[config.mk]
export PLATFORM = sky130hd
export DESIGN_NAME = rom_arbiter
export DESIGN_NICKNAME = d
export VERILOG_FILES = /design/src/rtl/rom_arbiter.sv
export SDC_FILE = /design/constraint.sdc
export NUM_CORES = 1
export LEC_CHECK = 0
export CORE_UTILIZATION = 56
export CTS_CLUSTER_SIZE = 40
export DETAILED_ROUTE_END_ITERATION = 10
export DONT_BUFFER_PORTS = 1
export GPL_ROUTABILITY_DRIVEN = 0
export HOLD_SLACK_MARGIN = 0.08
export MAX_ROUTING_LAYER = met4
export PLACE_DENSITY = 0.74
export SYNTH_ARGS = -nofsm -noshare
export SYNTH_HDL_FRONTEND = slang
export SYNTH_SLANG_ARGS = --single-unit
[constraint.sdc]
create_clock -name CLK -period 1.65 [get_ports CLK]
set_clock_uncertainty 0.2 [all_clocks]
set_input_delay 0.33 -clock CLK [delete_from_list [all_inputs] [get_ports CLK]]
set_output_delay 0.33 -clock CLK [all_outputs]
set_load 0.02 [all_outputs]
[src/rtl/rom_arbiter.sv]
// rom_arbiter: shares a single-port synchronous-read ROM between two readers.
// Port 0 is the instruction fetch; port 1 is a secondary table/DMA reader.
module rom_arbiter #(
    parameter int AddrWidth  = 8,
    parameter int DataWidth  = 8,
    parameter int MaxWait    = 4,
    parameter int RoundRobin = 0
) (
    input  logic                 CLK,
    input  logic                 RESET_N,
    input  logic                 REQ0,
    input  logic [AddrWidth-1:0] ADDR0,
    output logic                 ACK0,
    output logic                 VALID0,
    output logic [DataWidth-1:0] DATA0,
    input  logic                 REQ1,
    input  logic [AddrWidth-1:0] ADDR1,
    output logic                 ACK1,
    output logic                 VALID1,
    output logic [DataWidth-1:0] DATA1,
    output logic [AddrWidth-1:0] ROM_ADDR,
    input  logic [DataWidth-1:0] ROM_DATA
);

    localparam logic [3:0] WaitMax = 4'(MaxWait);
    localparam bit         IsRr    = (RoundRobin != 0);

    logic                 last_grant;
    logic [3:0]           wait_cnt;
    logic [3:0]           wait_nxt;
    logic [AddrWidth-1:0] last_addr;
    logic                 own0;
    logic                 own1;
    logic                 grant0;
    logic                 grant1;
    logic                 pick1;

    // Tie-break choice when both ports request in the same cycle.
    always_comb begin
        pick1 = 1'b0;
        if (IsRr) begin
            pick1 = ~last_grant;
        end else begin
            pick1 = (wait_cnt == WaitMax);
        end
    end

    // Grant decision; nothing is accepted while reset is asserted.
    always_comb begin
        grant0 = 1'b0;
        grant1 = 1'b0;
        if (RESET_N) begin
            unique case ({REQ1, REQ0})
                2'b01: grant0 = 1'b1;
                2'b10: grant1 = 1'b1;
                2'b11: begin
                    grant0 = ~pick1;
                    grant1 = pick1;
                end
                default: begin
                    grant0 = 1'b0;
                    grant1 = 1'b0;
                end
            endcase
        end
    end

    // Address mux; an idle cycle re-reads the last address harmlessly.
    always_comb begin
        ROM_ADDR = last_addr;
        if (grant0) begin
            ROM_ADDR = ADDR0;
        end else if (grant1) begin
            ROM_ADDR = ADDR1;
        end
    end

    // Starvation counter for port 1 in fixed-priority mode.
    always_comb begin
        wait_nxt = 4'd0;
        if (!IsRr && REQ1 && !grant1) begin
            if (wait_cnt < WaitMax) begin
                wait_nxt = wait_cnt + 4'd1;
            end else begin
                wait_nxt = WaitMax;
            end
        end
    end

    // Arbiter state and the owner tag of the read now in the ROM.
    always_ff @(posedge CLK) begin
        if (!RESET_N) begin
            last_addr  <= '0;
            last_grant <= 1'b1;
            wait_cnt   <= 4'd0;
            own0       <= 1'b0;
            own1       <= 1'b0;
        end else begin
            last_addr <= ROM_ADDR;
            wait_cnt  <= wait_nxt;
            own0      <= grant0;
            own1      <= grant1;
            if (grant0 || grant1) begin
                last_grant <= grant1;
            end
        end
    end

    // A read in flight when reset arrives is dropped at once.
    always_comb begin
        ACK0   = grant0;
        ACK1   = grant1;
        VALID0 = own0 & RESET_N;
        VALID1 = own1 & RESET_N;
        DATA0  = VALID0 ? ROM_DATA : '0;
        DATA1  = VALID1 ? ROM_DATA : '0;
    end

endmodule

==> results of run 1 <==
## cells in the mapped netlist, drive strengths merged
cell type	count	area (um2)
ha	2	25.02
nor2	18	67.56
a21oi	3	15.01
dfxtp	14	280.3
conb	1	3.750
inv	4	15.01
nand3	1	5.000
nor4b	1	8.760
nor4	1	6.260
and4b	1	10.01
a211oi	8	100.1
and3	16	100.1
nand2	3	11.26
o22ai	8	56.30
clkbuf	3	11.26
nand3b	17	127.6
and2	2	12.51
mux2	8	90.09
buf	9	71.31
o21ai	17	85.08
## layer usage
| layer | GRT usage [%] | vias to the layer above | part of all wire, % |
|---|---|---|---|
| met4 | 12.35 | 0 | 1.6 |
| met5 | - | - | 0 |
| met3 | 4.314 | 5 | 7.4 |
| li1 | - | 518 | - |
| met2 | 45.56 | 42 | 48 |
| met1 | 27.23 | 490 | 43 |
## logic make-up after synthesis
logic type,after synthesis,synth area share [%]
compound gates,36,23.27
buf+inv,16,8.852
other cells,1,0.3402
flops,14,25.43
simple gates,60,31.67
fa+ha+maj,2,2.270
mux,8,8.173
## placed cells by master, fill, tap and decap left out, types with 3 or more instances in the layout
cell type,instances
dfxtp_1,12
o21ai_0,14
nand2_1,3
o22ai_2,7
mux2_2,8
nand3b_1,17
nor2_1,17
a211oi_2,6
buf_4,15
and3_1,16
clkbuf_4,3
## area by class of cell
class / instances / area (um2)
Inverter: 4 / 15.01
Sequential cell: 14 / 282.8
Timing Repair Buffer: 19 / 158.9
Clock buffer: 3 / 22.52
Fill cell: 141 / 454.2
Multi-Input combinational cell: 107 / 818.3
Tap cell: 25 / 31.28
## registers in the layout (all words and copies together), names as in the netlist
| register | count |
|---|---|
| wait_cnt | 4 |
| own0 | 1 |
| last_addr | 8 |
| own1 | 1 |
## worst min path at each step
stage / start / to / slack (ns) / depth (start not counted)
floorplan: wait_cnt[0] / wait_cnt[0] / 0.21 / 1
global placement: REQ0 / own1 / 0.22 / 1
detailed placement: REQ0 / own1 / 0.22 / 1
CTS: ADDR1[6] / last_addr[6] / 0.12 / 3
global route: ADDR1[5] / last_addr[5] / 0.13 / 3
finish: ADDR1[6] / last_addr[6] / 0.11 / 3
## where the power goes
part / leakage [nW] / switching, W / internal (W)
sequential: 0.117 / 0.0000168 / 0.000359
combinational: 0.438 / 0.000132 / 0.000115
clock: 0.0138 / 0.000109 / 0.0000848
total: 0.569 / 0.000257 / 0.000559
## worst min-delay path, cell delays in order
cell and delay (ns):
mux2_2 0.12, o21ai_1 0.05, nor2_1 0.07
## repair_timing
action                     4_1_cts  5_1_grt
pin swaps                        1        0
gates resized for setup         10        2
setup endpoints to repair       11       11
buffers inserted                 0        0
hold buffers                     3        0
hold endpoints to repair        13        0
## through the flow
| stage | power, W | setup TNS (ns) | setup WS, ns | area (um2) |
|---|---|---|---|---|
| floorplan | 0.0005938 | -1.324 | -0.1738 | 1157 |
| global placement | 0.0006002 | -1.512 | -0.2117 | 1220 |
| detailed placement | 0.0006088 | -1.773 | -0.2584 | 1220 |
| CTS | 0.0008167 | -4.748 | -0.5218 | 1324 |
| global route | 0.0008582 | -5.081 | -0.5966 | 1329 |
| finish | 0.0008165 | -4.359 | -0.5280 | 1329 |
==> impl_metrics.tcl, run 1 <==
set metrics [dict create \
    status "finished, violations left" \
    violations "negative setup slack" \
    setup_ws_ns -0.5280 \
    cp-start-kind "register" \
    cp.depth 7 \
    cts_max_path_buffers 2 \
    slew_viol_final 0 \
    drc 0 \
    ys_types 24 \
    endpoint "ROM_ADDR[3]" \
    final_hold_viol_count 0 \
    hold_slack_ns 0.1116 \
    drtAntennaViolNets 0 \
    place.port_buffers 0 \
    post-place-cells 166 \
    p_leak_nw 0.5694 \
    antenna_found_initial 0 \
    syn_area_um2 1102 \
    cts_tree "done" \
    crit_required_ns 1.12 \
    cp.arrival_ns 1.65 \
    cts_max_level 1 \
    vias_per_cell 6.134 \
    synth.avg_cell_area_um2 8.046 \
    end_kind "primary output" \
    path_cells "inv_2 -> ha_4 -> and4b_1 -> buf_4 -> o22ai_2 -> a211oi_2 -> buf_4" \
    grt_overflow 0 \
    die_area_um2 2150 \
    cts_buffers 3 \
    drv_cap 0 \
    grt_setup_unrepaired "true" \
    cts-root-buf "clkbuf_4" \
    nNetsFinal 179 \
    crit_type "reg -> out" \
    die_w_um 46.37 \
    cp_top_family "buffers and inverters" \
    timing.rr.end "last_addr[0]" \
    worst-path-buf-inv 3 \
    stdcell_count 172 \
    ff2ff_path_depth 7 \
    clock_latency_ns 0.28 \
    critical_path.most_common_cell "buf_4" \
    wire_per_inst_um 15.30 \
    diodes 0 \
    drive_gt1_share_pct 34.69 \
    period_minus_slack_ns 2.178 \
    cts_sinks 14 \
    crit_fanout 4 \
    drt-initial-drc-count 22 \
    vias 1055 \
    grt_pass1_vias 938 \
    p_per_area_nw_per_um2 614.5 \
    io_pins 56 \
    initial_core_util_pct 61.82 \
    crit_path_start "wait_cnt[0]" \
    grt_max_degree 44 \
    grt_pass1_wl_um 3829 \
    yosysWarnings 0 \
    grt_usage_pct 25.76 \
    reg2reg_slack_ns 0.07 \
    first_pass_iters 4 \
    synth_cells 137 \
    worstReg2RegStart "wait_cnt[1]" \
    hold_class "in -> reg" \
    area_growth_pct 20.54 \
    synthesis.nets 167 \
    core_um2 1783 \
    ys_seq_elements 14 \
    peakVddDrop_mv 0.5616 \
    die_y_um 46.37 \
    slowest_delay_ns 0.33 \
    period_share_pct 132.0 \
    routed_wl_um 2631 \
    max_freq_mhz 459.1 \
    yosysSeqAreaShare_pct 25.43 \
    dp_hpwl_um 1752 \
    final_util_pct 74.53 \
    clkTransAtPathRegs_ns 0.08 \
    num_rows 15 \
    cpMaxStageDelayCell "dfxtp_2" \
    setup_viol 10 \
]
No activity file was read; power rests on OpenSTA's default activity.
==> run 2, diff against run 1 <==
--- a/config.mk
+++ b/config.mk
@@ -5,14 +5,16 @@
 export SDC_FILE = /design/constraint.sdc
 export NUM_CORES = 1
 export LEC_CHECK = 0
-export CORE_UTILIZATION = 56
+export CORE_UTILIZATION = 53
 export CTS_CLUSTER_SIZE = 40
 export DETAILED_ROUTE_END_ITERATION = 10
 export DONT_BUFFER_PORTS = 1
 export GPL_ROUTABILITY_DRIVEN = 0
 export HOLD_SLACK_MARGIN = 0.08
 export MAX_ROUTING_LAYER = met4
-export PLACE_DENSITY = 0.74
+export PLACE_DENSITY = 0.71
+export SKIP_CTS_REPAIR_TIMING = 1
+export SKIP_LAST_GASP = 1
 export SYNTH_ARGS = -nofsm -noshare
 export SYNTH_HDL_FRONTEND = slang
 export SYNTH_SLANG_ARGS = --single-unit
==> run 2 against run 1 <==
Sequential cell count stayed put. Worst hold slack worse by 0.010 ns. Non-clock buffer count down 2. The run still ends with negative setup slack left. Final cell count up 0.58%. Setup slack got worse by 0.060 ns. Critical path depth unchanged. Via count increased by 1.8%. Largest power group unchanged. Power is 9.5% higher. Design area grew 2.4%.
==> impl_metrics.tcl, run 2 (same netlist as run 1, synthesis figures left out) <==
set metrics [dict create \
    gr-usage-met3_pct 4.906 \
    final_hold_viol_count 0 \
    first_pass_iters 4 \
    slew_viol_final 0 \
    grt_setup_unrepaired "true" \
    regMostFlops "last_addr" \
    switchingPower_w 0.0002833 \
    swShare_pct 31.70 \
    antenna_found_initial 0 \
    hold_slack_ns 0.1016 \
    crit_required_ns 1.12 \
    crit_fanout 4 \
    io_pins 56 \
    cp_top_family "buffers and inverters" \
    num_rows 16 \
    grt_pass1_wl_um 3422 \
    violations "negative setup slack" \
    end_kind "primary output" \
    vias_per_cell 6.208 \
    multi_input_comb_area_um2 849.6 \
    fillerInstances 167 \
    setup_ws_ns -0.5882 \
    slew_headroom_pct 66.35 \
    diodes 0 \
    peakVddDrop_mv 0.4637 \
    cts_tree "done" \
    met1_usage_pct 22.48 \
    slowest_delay_ns 0.33 \
    period_minus_slack_ns 2.238 \
    drv_cap 0 \
    wire_per_inst_um 16.95 \
    p_int_w 0.0006103 \
    crit_type "reg -> out" \
    tightest_slew_ns 0.5043 \
    p_per_area_nw_per_um2 657.1 \
    cts_buffers 3 \
    cp.arrival_ns 1.71 \
    cts_max_level 1 \
    final_cell_mix "nand3b_1, nor2_1, o21ai_0" \
    die_w_um 47.61 \
    largestRegisters "last_addr (8), wait_cnt (4)" \
    place.port_buffers 0 \
    largest_register_ff_count 8 \
    period_share_pct 135.6 \
    clock_latency_ns 0.29 \
    combinationalPowerShare_pct 28.4 \
    routed_wl_um 2932 \
    hold_class "in -> reg" \
    nNetsFinal 177 \
    cp-start-kind "register" \
    drive_gt1_share_pct 39.04 \
    clkTransAtPathRegs_ns 0.10 \
    status "finished, violations left" \
    busiest_layer "met2" \
    vias 1074 \
    cts_sinks 14 \
    power_frac_clock_pct 29.4 \
    grt_pass1_vias 848 \
    die_y_um 47.61 \
    max_freq_mhz 446.8 \
    drtAntennaViolNets 0 \
    p_leak_nw 0.5425 \
    grt_max_degree 54 \
    path_cells "inv_2 -> ha_4 -> and4b_1 -> buf_4 -> o22ai_2 -> a211oi_2 -> buf_4" \
    final_util_pct 69.32 \
    cts_max_path_buffers 2 \
    die_area_um2 2266 \
    setup_viol 11 \
    grt_overflow 0 \
    pwr-share-seq_pct 42.2 \
    grtUsageMet2_pct 42.19 \
    dp_hpwl_um 1874 \
    area_growth_pct 23.38 \
    cpMaxStageDelayCell "dfxtp_2" \
    regArea_um2 282.8 \
    initial_core_util_pct 56.19 \
    drc 0 \
    worst-path-buf-inv 3 \
    drt-initial-drc-count 17 \
    cts-root-buf "clkbuf_4" \
    critical_path.most_common_cell "buf_4" \
    grt_usage_pct 22.79 \
    core_um2 1962 \
]
-- run 2: power by group through the flow --
stage / clock network [W] / registers (W) / logic [W]
6_report: 0.000263 / 0.000377 / 0.000253
5_1_grt: 0.000288 / 0.000381 / 0.000272
4_1_cts: 0.000266 / 0.000376 / 0.000225
3_5_place_dp: 0 / 0.000384 / 0.000225
3_3_place_gp: 0 / 0.000381 / 0.000217
2_1_floorplan: 0 / 0.000380 / 0.000213
-- run 2: metal layers --
| layer | wire, um | vias up | part of all wire (%) |
|---|---|---|---|
| li1 | - | 514 | - |
| met1 | 1204 | 513 | 41 |
| met2 | 1549 | 42 | 53 |
| met3 | 135 | 5 | 4.6 |
| met4 | 42 | 0 | 1.4 |
| met5 | 0 | - | 0 |
-- run 2: path summary, 6_finish.rpt --
check / startpoint / endpoint / slack, ns / cells after the start
max: wait_cnt[0] / ROM_ADDR[0] / -0.59 / 7
min: ADDR1[6] / last_addr[6] / 0.10 / 3
max reg2reg: wait_cnt[0] / last_addr[7] / 0.13 / 6
min reg2reg: wait_cnt[0] / wait_cnt[0] / 0.32 / 2
-- run 2: final cells by class --
type	count	share of cell area (%)
inverter	4	1.104
clock buffer	4	2.668
sequential	14	20.79
tap	27	2.484
timing repair buffer	17	10.49
multi-input combinational	107	62.47
-- run 2: worst min-delay path, cell delays in order --
cell and delay [ns]:
mux2_2 0.12, o21ai_1 0.05, nor2_1 0.07
-- run 2: through the flow --
stage	setup TNS [ns]	worst slack (ns)	cells	power, W	cell area [um2]
global route	-5.788	-0.6680	173	0.0009412	1360
finish	-5.137	-0.5882	173	0.0008937	1360
floorplan	-1.324	-0.1738	137	0.0005938	1157
detailed placement	-1.724	-0.2578	166	0.0006089	1207
global placement	-1.396	-0.2083	166	0.0005983	1207
CTS	-4.855	-0.5786	170	0.0008675	1244
==> run 3, diff against run 2 <==
--- a/config.mk
+++ b/config.mk
@@ -5,14 +5,16 @@
 export SDC_FILE = /design/constraint.sdc
 export NUM_CORES = 1
 export LEC_CHECK = 0
-export CORE_UTILIZATION = 53
+export CORE_UTILIZATION = 56
+export CTS_BUF_LIST = sky130_fd_sc_hd__clkbuf_8 sky130_fd_sc_hd__clkbuf_16
 export CTS_CLUSTER_SIZE = 40
 export DETAILED_ROUTE_END_ITERATION = 10
 export DONT_BUFFER_PORTS = 1
 export GPL_ROUTABILITY_DRIVEN = 0
+export GPL_TIMING_DRIVEN = 1
 export HOLD_SLACK_MARGIN = 0.08
 export MAX_ROUTING_LAYER = met4
-export PLACE_DENSITY = 0.71
+export PLACE_DENSITY = 0.74
 export SKIP_CTS_REPAIR_TIMING = 1
 export SKIP_LAST_GASP = 1
 export SYNTH_ARGS = -nofsm -noshare
==> run 3 against run 2 <==
The flow still finishes with violations (negative setup slack). Count of clock-buffer cells in the layout decreased by 1. Register-to-register slack got worse by 0.04 ns. Critical endpoint is now ROM_ADDR[4]. Sequential power about the same. Global-route usage decreased by 0.17 points. Critical path depth unchanged. Largest power group unchanged. Design area decreased by 0.92%. Core utilization increased by 6.3 points. Die area decreased by 5.1%.
==> impl_metrics.tcl, run 3 (same netlist as run 1, synthesis figures left out) <==
set metrics [dict create \
    fillerInstances 135 \
    grt_overflow 0 \
    setup_viol 10 \
    critical_path.most_common_cell "buf_4" \
    antenna_found_initial 0 \
    grt_max_degree 54 \
    die_area_um2 2150 \
    multi_input_comb_area_um2 833.3 \
    io_pins 56 \
    dp_hpwl_um 1752 \
    grt_pass1_vias 878 \
    slowest_delay_ns 0.32 \
    stdcell_count 171 \
    largestRegisters "last_addr (8), wait_cnt (4)" \
    cp.arrival_ns 1.62 \
    final_hold_viol_count 0 \
    clkTransAtPathRegs_ns 0.05 \
    p_per_area_nw_per_um2 664.7 \
    vias 1072 \
    dpl_cell_area_um2 1220 \
    largest_register_ff_count 8 \
    drt-initial-drc-count 18 \
    area_growth_pct 22.25 \
    period_minus_slack_ns 2.146 \
    regMostFlops "last_addr" \
    regArea_um2 282.8 \
    num_rows 15 \
    crit_fanout 4 \
    cts_buffers 3 \
    clock_latency_ns 0.24 \
    power.total_w 0.0008957 \
    setup_ws_ns -0.4956 \
    p_leak_nw 0.5539 \
    cts_tree "done" \
    period_share_pct 130.0 \
    peakVddDrop_mv 0.6560 \
    drv_cap 0 \
    slew_viol_final 0 \
    die_w_um 46.37 \
    crit_required_ns 1.12 \
    cts_max_path_buffers 2 \
    final_cell_mix "nand3b_1, nor2_1, and3_1" \
    max_freq_mhz 466.1 \
    routed_wl_um 2638 \
    violations "negative setup slack" \
    end_kind "primary output" \
    status "finished, violations left" \
    cts_max_level 1 \
    cp-start-kind "register" \
    grt_pass1_wl_um 3387 \
    path_cells "inv_2 -> ha_4 -> and4b_1 -> buf_4 -> o22ai_2 -> a211oi_2 -> buf_4" \
    stdcell_area_um2 1348 \
    wire_per_inst_um 15.43 \
    drtAntennaViolNets 0 \
    nNetsFinal 178 \
    vias_per_cell 6.269 \
    place.port_buffers 0 \
    cts-root-buf "clkbuf_8" \
    grt_usage_pct 22.63 \
    drive_gt1_share_pct 34.93 \
    drc 0 \
    initial_core_util_pct 61.82 \
    first_pass_iters 5 \
    die_y_um 46.37 \
    core_um2 1783 \
    final_util_pct 75.58 \
    crit_type "reg -> out" \
    cpMaxStageDelayCell "dfxtp_2" \
    fin_setup_tns_ns -4.179 \
    cts_sinks 14 \
    diodes 0 \
    hold_class "in -> reg" \
    post-place-cells 166 \
    grt_setup_unrepaired "true" \
]
## run 3: final cells by class
type | instances | area share [%]
clock buffers | 3 | 3.064
inverters | 4 | 1.114
multi-input cells | 107 | 61.84
flip-flops and latches | 14 | 20.98
well taps | 25 | 2.321
repair buffers | 18 | 10.68
## run 3: final timing paths
check	slack, ns	startpoint	cells after the start	endpoint
worst max-delay path	-0.50	wait_cnt[0]	7	ROM_ADDR[4]
worst min-delay path	0.06	REQ1	2	own1
worst max register to register	0.09	wait_cnt[1]	7	last_addr[0]
worst min register to register	0.32	wait_cnt[0]	2	wait_cnt[0]
## run 3: metrics by stage
stage,setup slack (ns),hold slack [ns]
floorplan,-0.1738,0.2136
global placement,-0.2117,0.2220
detailed placement,-0.2584,0.2247
CTS,-0.5289,-0.03108
global route,-0.5391,0.06502
finish,-0.4956,0.05737
## run 3: worst max-delay path, delay by kind of cell, from the launching register on
kind / cells / cell delay, ns
DFF: 1 / 0.32
buffers and inverters: 3 / 0.42
adders and majority gates: 1 / 0.13
AOI/OAI and AO/OA: 2 / 0.28
and+or+nand+nor: 1 / 0.22
## run 3: where the power goes
part / internal, W / switching (W) / total (W)
Sequential: 0.000360 / 0.0000170 / 0.000377
Clock: 0.000161 / 0.000112 / 0.000273
Combinational: 0.000115 / 0.000131 / 0.000245
## run 3: layer usage
metal	global-route usage [%]	vias up	wire, um
met3	5.490	4	172
met1	22.77	511	1149
met5	-	-	0
li1	-	515	-
met4	10.59	0	20
met2	40.28	42	1295
